**config.mk**
```make
export PLATFORM = sky130hd
export DESIGN_NAME = stream_mux8_rr_flat
export DESIGN_NICKNAME = d
export VERILOG_FILES = /design/src/rtl/stream_mux8_rr_if.sv /design/src/rtl/stream_mux8_rr.sv /design/src/flat_wrapper.sv
export SDC_FILE = /design/constraint.sdc
export NUM_CORES = 1
export LEC_CHECK = 0
export BUFFER_PORTS_ARGS = -buffer_cell sky130_fd_sc_hd__buf_2
export CORE_MARGIN = 2
export CORE_UTILIZATION = 47
export DETAILED_ROUTE_END_ITERATION = 8
export PLACE_DENSITY_LB_ADDON = 0.05
export RECOVER_POWER = 50
export SYNTH_ARGS = -nofsm -noshare
export SYNTH_HDL_FRONTEND = slang
export SYNTH_SLANG_ARGS = --single-unit
```
**constraint.sdc**
```tcl
create_clock -name clk -period 12.6 [get_ports clk]
set_input_delay 0.63 -clock clk [delete_from_list [all_inputs] [get_ports clk]]
set_output_delay 0.63 -clock clk [all_outputs]
set_load 0.005 [all_outputs]
```
**src/rtl/stream_mux8_rr_if.sv**
```systemverilog
// rtl/stream_mux8_rr_if.sv - eight-producer to one-consumer stream bundle; STREAM_MUX8_PKT_EN adds last flags
interface stream_mux8_rr_if #(
  parameter int WIDTH = 8
);
  logic [7:0]         in_valid;
  logic [8*WIDTH-1:0] in_data;
  logic [7:0]         in_ready;
  logic               out_valid;
  logic [WIDTH-1:0]   out_data;
  logic [2:0]         out_sel;
  logic               out_ready;
`ifdef STREAM_MUX8_PKT_EN
  logic [7:0]         in_last;
  logic               out_last;

  modport slave (
    input  in_valid, in_data, in_last, out_ready,
    output in_ready, out_valid, out_data, out_sel, out_last
  );
  modport master (
    output in_valid, in_data, in_last, out_ready,
    input  in_ready, out_valid, out_data, out_sel, out_last
  );
`else
  modport slave (
    input  in_valid, in_data, out_ready,
    output in_ready, out_valid, out_data, out_sel
  );
  modport master (
    output in_valid, in_data, out_ready,
    input  in_ready, out_valid, out_data, out_sel
  );
`endif
endinterface

```
**src/rtl/stream_mux8_rr.sv**
```systemverilog
// rtl/stream_mux8_rr.sv - eight-channel round-robin stream mux with registered, source-tagged output
// STREAM_MUX8_PKT_EN: lock the grant to one channel until its in_last beat
module stream_mux8_rr #(
  parameter int WIDTH = 8
) (
  input logic             clk,
  input logic             rst,
  stream_mux8_rr_if.slave bus
);
  logic [2:0]       ptr;
  logic [2:0]       ptr_nxt;
  logic [2:0]       rr_grant;
  logic             rr_found;
  logic [2:0]       grant;
  logic             grant_ok;
  logic             load_en;
  logic             xfer;
  logic [WIDTH-1:0] grant_data;
  logic [2:0]       idx;

  // First valid channel at or after ptr, wrapping modulo 8.
  always_comb begin
    rr_grant = ptr;
    rr_found = 1'b0;
    idx      = ptr;
    for (int k = 0; k < 8; k++) begin
      idx = ptr + k[2:0];
      if (!rr_found && bus.in_valid[idx]) begin
        rr_found = 1'b1;
        rr_grant = idx;
      end
    end
  end

`ifdef STREAM_MUX8_PKT_EN
  typedef enum logic {IDLE, LOCKED} state_t;

  state_t     state;
  state_t     state_nxt;
  logic [2:0] lock_ch;
  logic [2:0] lock_ch_nxt;

  always_ff @(posedge clk) begin
    if (rst) begin
      state   <= IDLE;
      lock_ch <= 3'd0;
    end else begin
      state   <= state_nxt;
      lock_ch <= lock_ch_nxt;
    end
  end

  // Inside a packet only the locked channel may move; ptr waits for the last beat.
  always_comb begin
    grant       = rr_grant;
    grant_ok    = rr_found;
    state_nxt   = state;
    lock_ch_nxt = lock_ch;
    ptr_nxt     = ptr;
    if (state == LOCKED) begin
      grant    = lock_ch;
      grant_ok = bus.in_valid[lock_ch];
    end
    if (xfer) begin
      if (bus.in_last[grant]) begin
        state_nxt = IDLE;
        ptr_nxt   = grant + 3'd1;
      end else begin
        state_nxt   = LOCKED;
        lock_ch_nxt = grant;
      end
    end
  end
`else
  assign grant    = rr_grant;
  assign grant_ok = rr_found;
  assign ptr_nxt  = xfer ? grant + 3'd1 : ptr;
`endif

  assign load_en     = !bus.out_valid || bus.out_ready;
  assign xfer        = grant_ok && load_en && !rst;
  assign bus.in_ready = xfer ? (8'd1 << grant) : 8'd0;
  assign grant_data  = bus.in_data[grant*WIDTH +: WIDTH];

  always_ff @(posedge clk) begin
    if (rst) begin
      ptr           <= 3'd0;
      bus.out_valid <= 1'b0;
      bus.out_data  <= '0;
      bus.out_sel   <= 3'd0;
`ifdef STREAM_MUX8_PKT_EN
      bus.out_last  <= 1'b0;
`endif
    end else begin
      ptr <= ptr_nxt;
      if (xfer) begin
        bus.out_valid <= 1'b1;
        bus.out_data  <= grant_data;
        bus.out_sel   <= grant;
`ifdef STREAM_MUX8_PKT_EN
        bus.out_last  <= bus.in_last[grant];
`endif
      end else if (bus.out_ready) begin
        bus.out_valid <= 1'b0;
      end
    end
  end
endmodule

```
**src/flat_wrapper.sv**
```systemverilog
// flat-port wrapper written by rule: the top's interface ports become plain ports
module stream_mux8_rr_flat 
#(
  parameter int WIDTH = 8
)
  (clk, rst, bus_in_valid, bus_in_data, bus_out_ready, bus_in_ready, bus_out_valid, bus_out_data, bus_out_sel);
  stream_mux8_rr_if #(.WIDTH(WIDTH)) bus_i ();
  input logic clk;
  input logic rst;
  input wire logic [$bits(bus_i.in_valid)-1:0] bus_in_valid;
  input wire logic [$bits(bus_i.in_data)-1:0] bus_in_data;
  input wire logic [$bits(bus_i.out_ready)-1:0] bus_out_ready;
  output wire logic [$bits(bus_i.in_ready)-1:0] bus_in_ready;
  output wire logic [$bits(bus_i.out_valid)-1:0] bus_out_valid;
  output wire logic [$bits(bus_i.out_data)-1:0] bus_out_data;
  output wire logic [$bits(bus_i.out_sel)-1:0] bus_out_sel;
  assign bus_i.in_valid = bus_in_valid;
  assign bus_i.in_data = bus_in_data;
  assign bus_i.out_ready = bus_out_ready;
  assign bus_in_ready = bus_i.in_ready;
  assign bus_out_valid = bus_i.out_valid;
  assign bus_out_data = bus_i.out_data;
  assign bus_out_sel = bus_i.out_sel;
  stream_mux8_rr #(.WIDTH(WIDTH)) u_core (.clk(clk), .rst(rst), .bus(bus_i));
endmodule
```
==> results.md, run 1 <==
* DR iter-0 viols at 158
* CTS Buffer Depth at 2
* CTS resizes at 0
* Max stage delay on crit path at 1.06 ns
* Largest net degree at the start of global routing at 34
* Setup violators final at 0
* Crit-path cells: inv_1, ha_1, mux2i_1, mux2_2, a211oi_1, a211oi_1, and2_0, o211ai_1, nand2_2, inv_2, ha_1, inv_1, nor2_1, buf_2
* Met3 wire length at 588 µm
* RSZ-0062 raised after global routing: false
* Crit Path Max Fanout at 33
* Clock power share at 4.0%
* Switch share at 56.3%
* Multi-input logic area at 2080 µm²
* Cts hold-fix bufs at 0
* Port-buffer cells at 94
* DRT Wirelength at 7.83 mm
* Inserted Diodes at 0
* Tot Pwr at 0.990 mW
* Synth Flop Type: dfxtp_1
* Least-Margin Pin Slew at 2.38 ns
* Reg2Reg Setup Slack at 6.85 ns
* Layout cell share with drive strength beyond 1 at 32.4%
* Cell family with the largest share of critical-path delay: compound AO/OA/AOI/OAI gates
* Worst R2R End: u_core.ptr[2]
* Layout area overhead at 16.3%
* Worst EP required at 11.97 ns
* Slew headroom at -59.5%
* Max_cap viols at 1
* CP Buf/Inv Count at 4
* H-tree depth at 1
* Worst hold path stage count at 2
* Clock sink count at 15
* Drt via density at 6.23
* DR WL met2 at 3.79 mm
* Reg-to-Reg Start: u_core.ptr[1]
* Setup TNS Final at 0 ns
* Post-CTS Setup Inserts at 0
* Syn Area/Cell at 8.22 µm²
* Placed insts at 460
* DP Wirelength at 5.90 mm
* Cts bufs inserted at 3
* Initial antenna violation count at 0
* Via count at 2890
* Core area at 5440 µm²
* Chip width at 78.5 µm
* Syn Inst Count at 317
* Psw at 0.558 mW
* Count leader, synth: nand2_1
* Seq/Total Area, Yosys at 11.5%
* Routed Antenna Nets at 0
* Crit path arrival time at 5.86 ns
* FFs w/ async S/R, synth at 0%
* Top Metal Used: met4
* Clock transition at the registers of the reported paths at 0.06 ns
* Slowest stage cell, crit path: o211ai_1
* Leakage at 1.22 nW
* Tcrit/Tclk final at 51.5%
* First-pass GRT wire length at 12.6 mm
* Vias in the first global route at 2614
* Crit Path Class: reg -> out
* Crit end category: output port
* Hold EP: u_core.bus.out_sel[2]
* GP Congestion at 0.870
* Crit path launch type: flip-flop
* Failing checks: max-capacitance violations, max-slew violations
* Drt wl/cell at 16.9 µm
* EDFF count, synth at 0
* Synth unique cells at 67
* Die height at 78.5 µm
* Worst Hold Slack at 0.456 ns
* CTS tree: yes
* Skew-Pair Late Insertion Delay at 0.25 ns
* #FFs+latches synth at 15
* # rows at 27
* Finished Cell Area at 3030 µm²
* Synth cell count leaders: nand2_1, nor2_1, o211ai_1
* Cell taking the most area after synthesis: dfxtp_1
* Post-synthesis cell area at 2600 µm²
* Min-delay src: u_core.bus.out_sel[2]
* Final-report hold violation count at 0
* Synth Warn # at 0
* Gr usage total at 25.1%
* # IOs at 95
* Hold Crit Class: reg -> reg
* Synth top area share at 11.5%
* Fin crit period at 6.49 ns
* Power Dens Cells at 327 nW/µm²
* Dominant cells by area after synthesis: dfxtp_1, mux4_2, mux2i_1
* Peak VDD IR at 209 µV
* Residual DRC at 0
* M1 WL at 3.37 mm
* DIE AREA at 6150 µm²
* Reg2reg path depth at 13
* Placed cell areas at 3030 µm²
* Internal Power at 0.432 mW
* Initial core utilization at 47.9%
* F_max at 154 MHz
* Post-Layout Cell Count at 464
* Flop pwr share at 8.6%
* Register Area at 300 µm²
* Syn nets at 395
* Combinational share of power at 87.4%
* Layout fillers at 565
* Status: complete, but fails checks
* Clock root cell: clkbuf_8
* Setup Skew at 0.00334 ns
* Final Max Slew Viols at 34
* Final #Nets at 471
* Router iterations before antenna repair at 5
* Grt total ovfl at 0
[tightest hold or removal path, delay by kind of cell (launching register included)]
kind	cells	cell delay, ns
AOI/OAI and AO/OA	1	0.05
DFF	1	0.31
and+or+nand+nor	1	0.05
[final cells by class]
cell class | instances | share of cell area [%]
Tap cell | 72 | 2.97
Timing Repair Buffer | 96 | 15.7
Multi-Input combinational cell | 268 | 68.8
Inverter | 9 | 1.12
Sequential cell | 15 | 9.91
Clock buffer | 4 | 1.49
[placed cells by master (no fill, tap or decap), drive strengths merged, types with 2 or more instances in the layout]
cell type | Yosys | routed
o311ai | 8 | 8
xnor2 | 2 | 2
ha | 3 | 3
a22oi | 4 | 4
xor2 | 3 | 3
nand3b | 3 | 3
and2 | 5 | 5
and3 | 9 | 9
nand2b | 3 | 3
o31ai | 2 | 2
buf | 20 | 89
mux2i | 15 | 15
inv | 8 | 8
or3 | 2 | 2
a21oi | 9 | 9
nand4b | 9 | 9
a21o | 14 | 14
nand3 | 12 | 12
mux2 | 7 | 7
o21ai | 15 | 15
nand4 | 3 | 3
o211ai | 19 | 19
nor2b | 2 | 2
nor3 | 9 | 9
clkbuf | 5 | 11
a21boi | 18 | 18
nor2 | 19 | 19
a22o | 9 | 9
dfxtp | 15 | 15
a31oi | 3 | 3
mux4 | 11 | 11
nand2 | 26 | 26
a211oi | 14 | 14
[stage by stage]
step | util (%) | setup WS, ns
after floorplan | - | 8.15
after global routing | 55.7 | 5.50
after detailed placement | 55.6 | 6.94
final | 55.7 | 6.11
after CTS | 56.5 | 6.65
after global placement | 55.6 | 7.06
[metal layers]
| metal | up-vias | GRT usage (%) |
|---|---|---|
| li1 | 1395 | - |
| met1 | 1358 | 33.4 |
| met2 | 127 | 43.8 |
| met3 | 10 | 4.25 |
| met4 | 0 | 2.81 |
| met5 | - | 0 |
[power by group through the flow]
stage               sequential [mW]  combinational [mW]  clock (mW)
finish                       0.0852               0.865      0.0393
global route                 0.0879               0.957      0.0412
CTS                          0.0848               0.876      0.0404
detailed placement           0.0860               0.873           0
global placement             0.0856               0.867           0
floorplan                    0.0763               0.747           0
[logic make-up (layout without fill, tap and decap cells)]
| family | count (synthesis) | after routing | synth area share, % |
|---|---|---|---|
| buf+inv | 34 | 109 | 7.25 |
| xor+xnor | 5 | 5 | 1.68 |
| fa+ha+maj | 3 | 3 | 1.44 |
| flops | 15 | 15 | 11.5 |
| mux | 33 | 33 | 18.7 |
| compound gates | 123 | 123 | 37.4 |
| simple gates | 104 | 104 | 22.0 |
[worst max-delay path by stage]
| stage | startpoint | endpoint | slack [ns] | cells after the start |
|---|---|---|---|---|
| 2_1_floorplan | u_core.ptr[0] | bus_in_ready[7] | 8.15 | 17 |
| 5_1_grt | u_core.ptr[1] | bus_in_ready[7] | 5.50 | 14 |
| 6_report | u_core.ptr[1] | bus_in_ready[7] | 6.11 | 14 |
| 4_1_cts | u_core.ptr[1] | bus_in_ready[0] | 6.65 | 11 |
| 3_3_place_gp | u_core.ptr[1] | bus_in_ready[0] | 7.06 | 11 |
| 3_5_place_dp | u_core.ptr[1] | bus_in_ready[4] | 6.94 | 11 |
[registers in the layout, indices dropped and copies added, names as in the netlist]
name                  flops
u_core.bus.out_data       8
u_core.bus.out_sel        3
u_core.ptr                3
u_core.bus.out_valid      1
(Power assumes the default switching activity.)
==> run 2: changes to the inputs <==
--- a/config.mk
+++ b/config.mk
@@ -7,7 +7,7 @@
 export LEC_CHECK = 0
 export BUFFER_PORTS_ARGS = -buffer_cell sky130_fd_sc_hd__buf_2
 export CORE_MARGIN = 2
-export CORE_UTILIZATION = 47
+export CORE_UTILIZATION = 46
 export DETAILED_ROUTE_END_ITERATION = 8
 export PLACE_DENSITY_LB_ADDON = 0.05
 export RECOVER_POWER = 50
==> constraint.sdc (replaced) <==
create_clock -name clk -period 5.7 [get_ports clk]
set_input_delay 0.285 -clock clk [delete_from_list [all_inputs] [get_ports clk]]
set_output_delay 0.285 -clock clk [all_outputs]
set_load 0.005 [all_outputs]
==> results.md, run 2 (synthesized netlist as in run 1, its figures left out) <==
* Core area at 5470 µm² (was 5440 µm²)
* Cts hold-fix bufs at 0 (unchanged)
* RSZ-0062 raised after global routing: false (unchanged)
* Cts bufs inserted at 3 (unchanged)
* Setup violators final at 0 (unchanged)
* Crit Path Max Fanout at 14 (was 33)
* Layout area overhead at 17.8% (was 16.3%)
* DP Wirelength at 6.01 mm (was 5.90 mm)
* H-tree depth at 1 (unchanged)
* Most frequent cells in the layout: buf_2, nand2_1, nor2_1 (unchanged)
* Port-buffer cells at 94 (unchanged)
* Inserted Diodes at 0 (unchanged)
* Crit end category: output port (unchanged)
* Peak VDD IR at 414 µV (was 209 µV)
* Multi-input logic area at 2090 µm² (was 2080 µm²)
* Power Dens Cells at 726 nW/µm² (was 327 nW/µm²)
* Fin crit period at 4.84 ns
* DRT Wirelength at 7.87 mm (was 7.83 mm)
* Final Max Slew Viols at 0 (was 34)
* Clock transition at the registers of the reported paths at 0.07 ns (was 0.06 ns)
* # rows at 27 (unchanged)
* Register Area at 300 µm² (unchanged)
* Drt wl/cell at 16.8 µm (was 16.9 µm)
* Largest register by flop count: u_core.bus.out_data (unchanged)
* Skew-Pair Late Insertion Delay at 0.25 ns (about the same)
* Chip width at 79.3 µm (was 78.5 µm)
* Routed Antenna Nets at 0 (unchanged)
* # IOs at 95 (unchanged)
* Drt via density at 6.19 (was 6.23)
* First-pass GRT wire length at 12.5 mm (was 12.6 mm)
* Worst EP required at 5.41 ns (was 11.97 ns)
* Final-report hold violation count at 0 (unchanged)
* Gr usage total at 24.7% (was 25.1%)
* GP Congestion at 0.958 (was 0.870)
* Final #Nets at 475 (was 471)
* Layout cell share with drive strength beyond 1 at 33.6% (was 32.4%)
* CTS resizes at 0 (unchanged)
* Largest net degree at the start of global routing at 34 (unchanged)
* Clock root cell: clkbuf_8 (unchanged)
* CTS tree: yes (unchanged)
* Largest registers: u_core.bus.out_data (8), u_core.bus.out_sel (3), u_core.ptr (3) (unchanged)
* Initial core utilization at 47.6% (was 47.9%)
* Layout fillers at 537 (was 565)
* Slew headroom at 36.0% (was -59.5%)
* Die height at 79.3 µm (was 78.5 µm)
* Leakage at 1.25 nW (was 1.22 nW)
* Crit path arrival time at 4.55 ns (was 5.86 ns)
* DIE AREA at 6280 µm² (was 6150 µm²)
* F_max at 207 MHz
* Initial antenna violation count at 0 (unchanged)
* Post-CTS Setup Inserts at 0 (unchanged)
* CTS Buffer Depth at 2 (unchanged)
* Max reg flops at 8 (unchanged)
* Tcrit/Tclk final at 84.9%
* Commonest non-fill, non-tap cell in the layout: buf_2 (unchanged)
* Status: complete, no violations (was complete, but fails checks)
* Vias in the first global route at 2531 (was 2614)
* Router iterations before antenna repair at 4 (was 5)
* Residual DRC at 0 (unchanged)
* Hold Crit Class: in -> reg (was reg -> reg)
* Via count at 2898 (was 2890)
* DR iter-0 viols at 150 (was 158)
* Clock sink count at 15 (unchanged)
* Grt total ovfl at 0 (unchanged)
* Max_cap viols at 0 (was 1)
* Crit path launch type: flip-flop (unchanged)
* Crit Path Class: reg -> out (unchanged)
* Setup Skew at 0.00149 ns (was 0.00334 ns)
* Least-Margin Pin Slew at 0.933 ns (was 2.38 ns)
* Tot Pwr at 2.23 mW (was 0.990 mW)
* Setup TNS Final at 0 ns (unchanged)
==> run 2: final cells by class <==
cell class,instances,share of cell area (%)
clock buffers,4,1.47
inverters,9,1.10
multi-input cells,268,68.2
flip-flops and latches,15,9.78
well taps,72,2.94
repair buffers,100,16.6
==> run 2: per-layer routing <==
layer / wire [µm] / up-vias / global-route usage [%]
met5: 0 / - / 0
met4: 50 / 0 / 2.93
met3: 548 / 6 / 3.30
met2: 3910 / 114 / 42.5
met1: 3370 / 1371 / 34.1
li1: - / 1407 / -
==> run 2: final timing paths <==
| kind | startpoint | to | slack, ns | cells past startpoint |
|---|---|---|---|---|
| setup reg to reg | u_core.ptr[0] | u_core.ptr[2] | 1.22 | 13 |
| hold reg to reg | u_core.bus.out_sel[0] | u_core.bus.out_sel[0] | 0.46 | 2 |
| setup / recovery | u_core.ptr[0] | bus_in_ready[7] | 0.86 | 15 |
| hold / removal | rst | u_core.ptr[1] | 0.30 | 2 |
==> run 2: power by group <==
group | internal [mW] | switching (mW)
Combinational | 0.794 | 1.17
Sequential | 0.148 | 0.0276
Clock | 0.0496 | 0.0412
==> run 2: metrics by stage <==
stage / instances / utilization [%] / hold WS, ns / setup slack, ns / instance area [µm²]
after CTS: 468 / 56.7 / 0.299 / 1.09 / 3100
final: 468 / 56.1 / 0.302 / 0.861 / 3070
after floorplan: 317 / - / 0.453 / 1.59 / 2610
after detailed placement: 464 / 55.8 / 0.452 / 1.38 / 3060
after global placement: 464 / 55.8 / 0.443 / 1.49 / 3060
after global routing: 468 / 56.1 / 0.319 / 0.510 / 3070
==> run 2: worst max-delay path, stage by stage (launching register included) <==
cell and delay (ns):
dfxtp_1 0.34, clkinv_1 0.21, ha_1 0.73, mux4_2 0.63
mux2_4 0.32, and2_4 0.16, a311oi_1 0.60, mux2_4 0.40
nor2_2 0.12, buf_4 0.18, o21ai_0 0.15, inv_1 0.09
ha_1 0.13, inv_1 0.04, nor2_1 0.09, buf_2 0.12
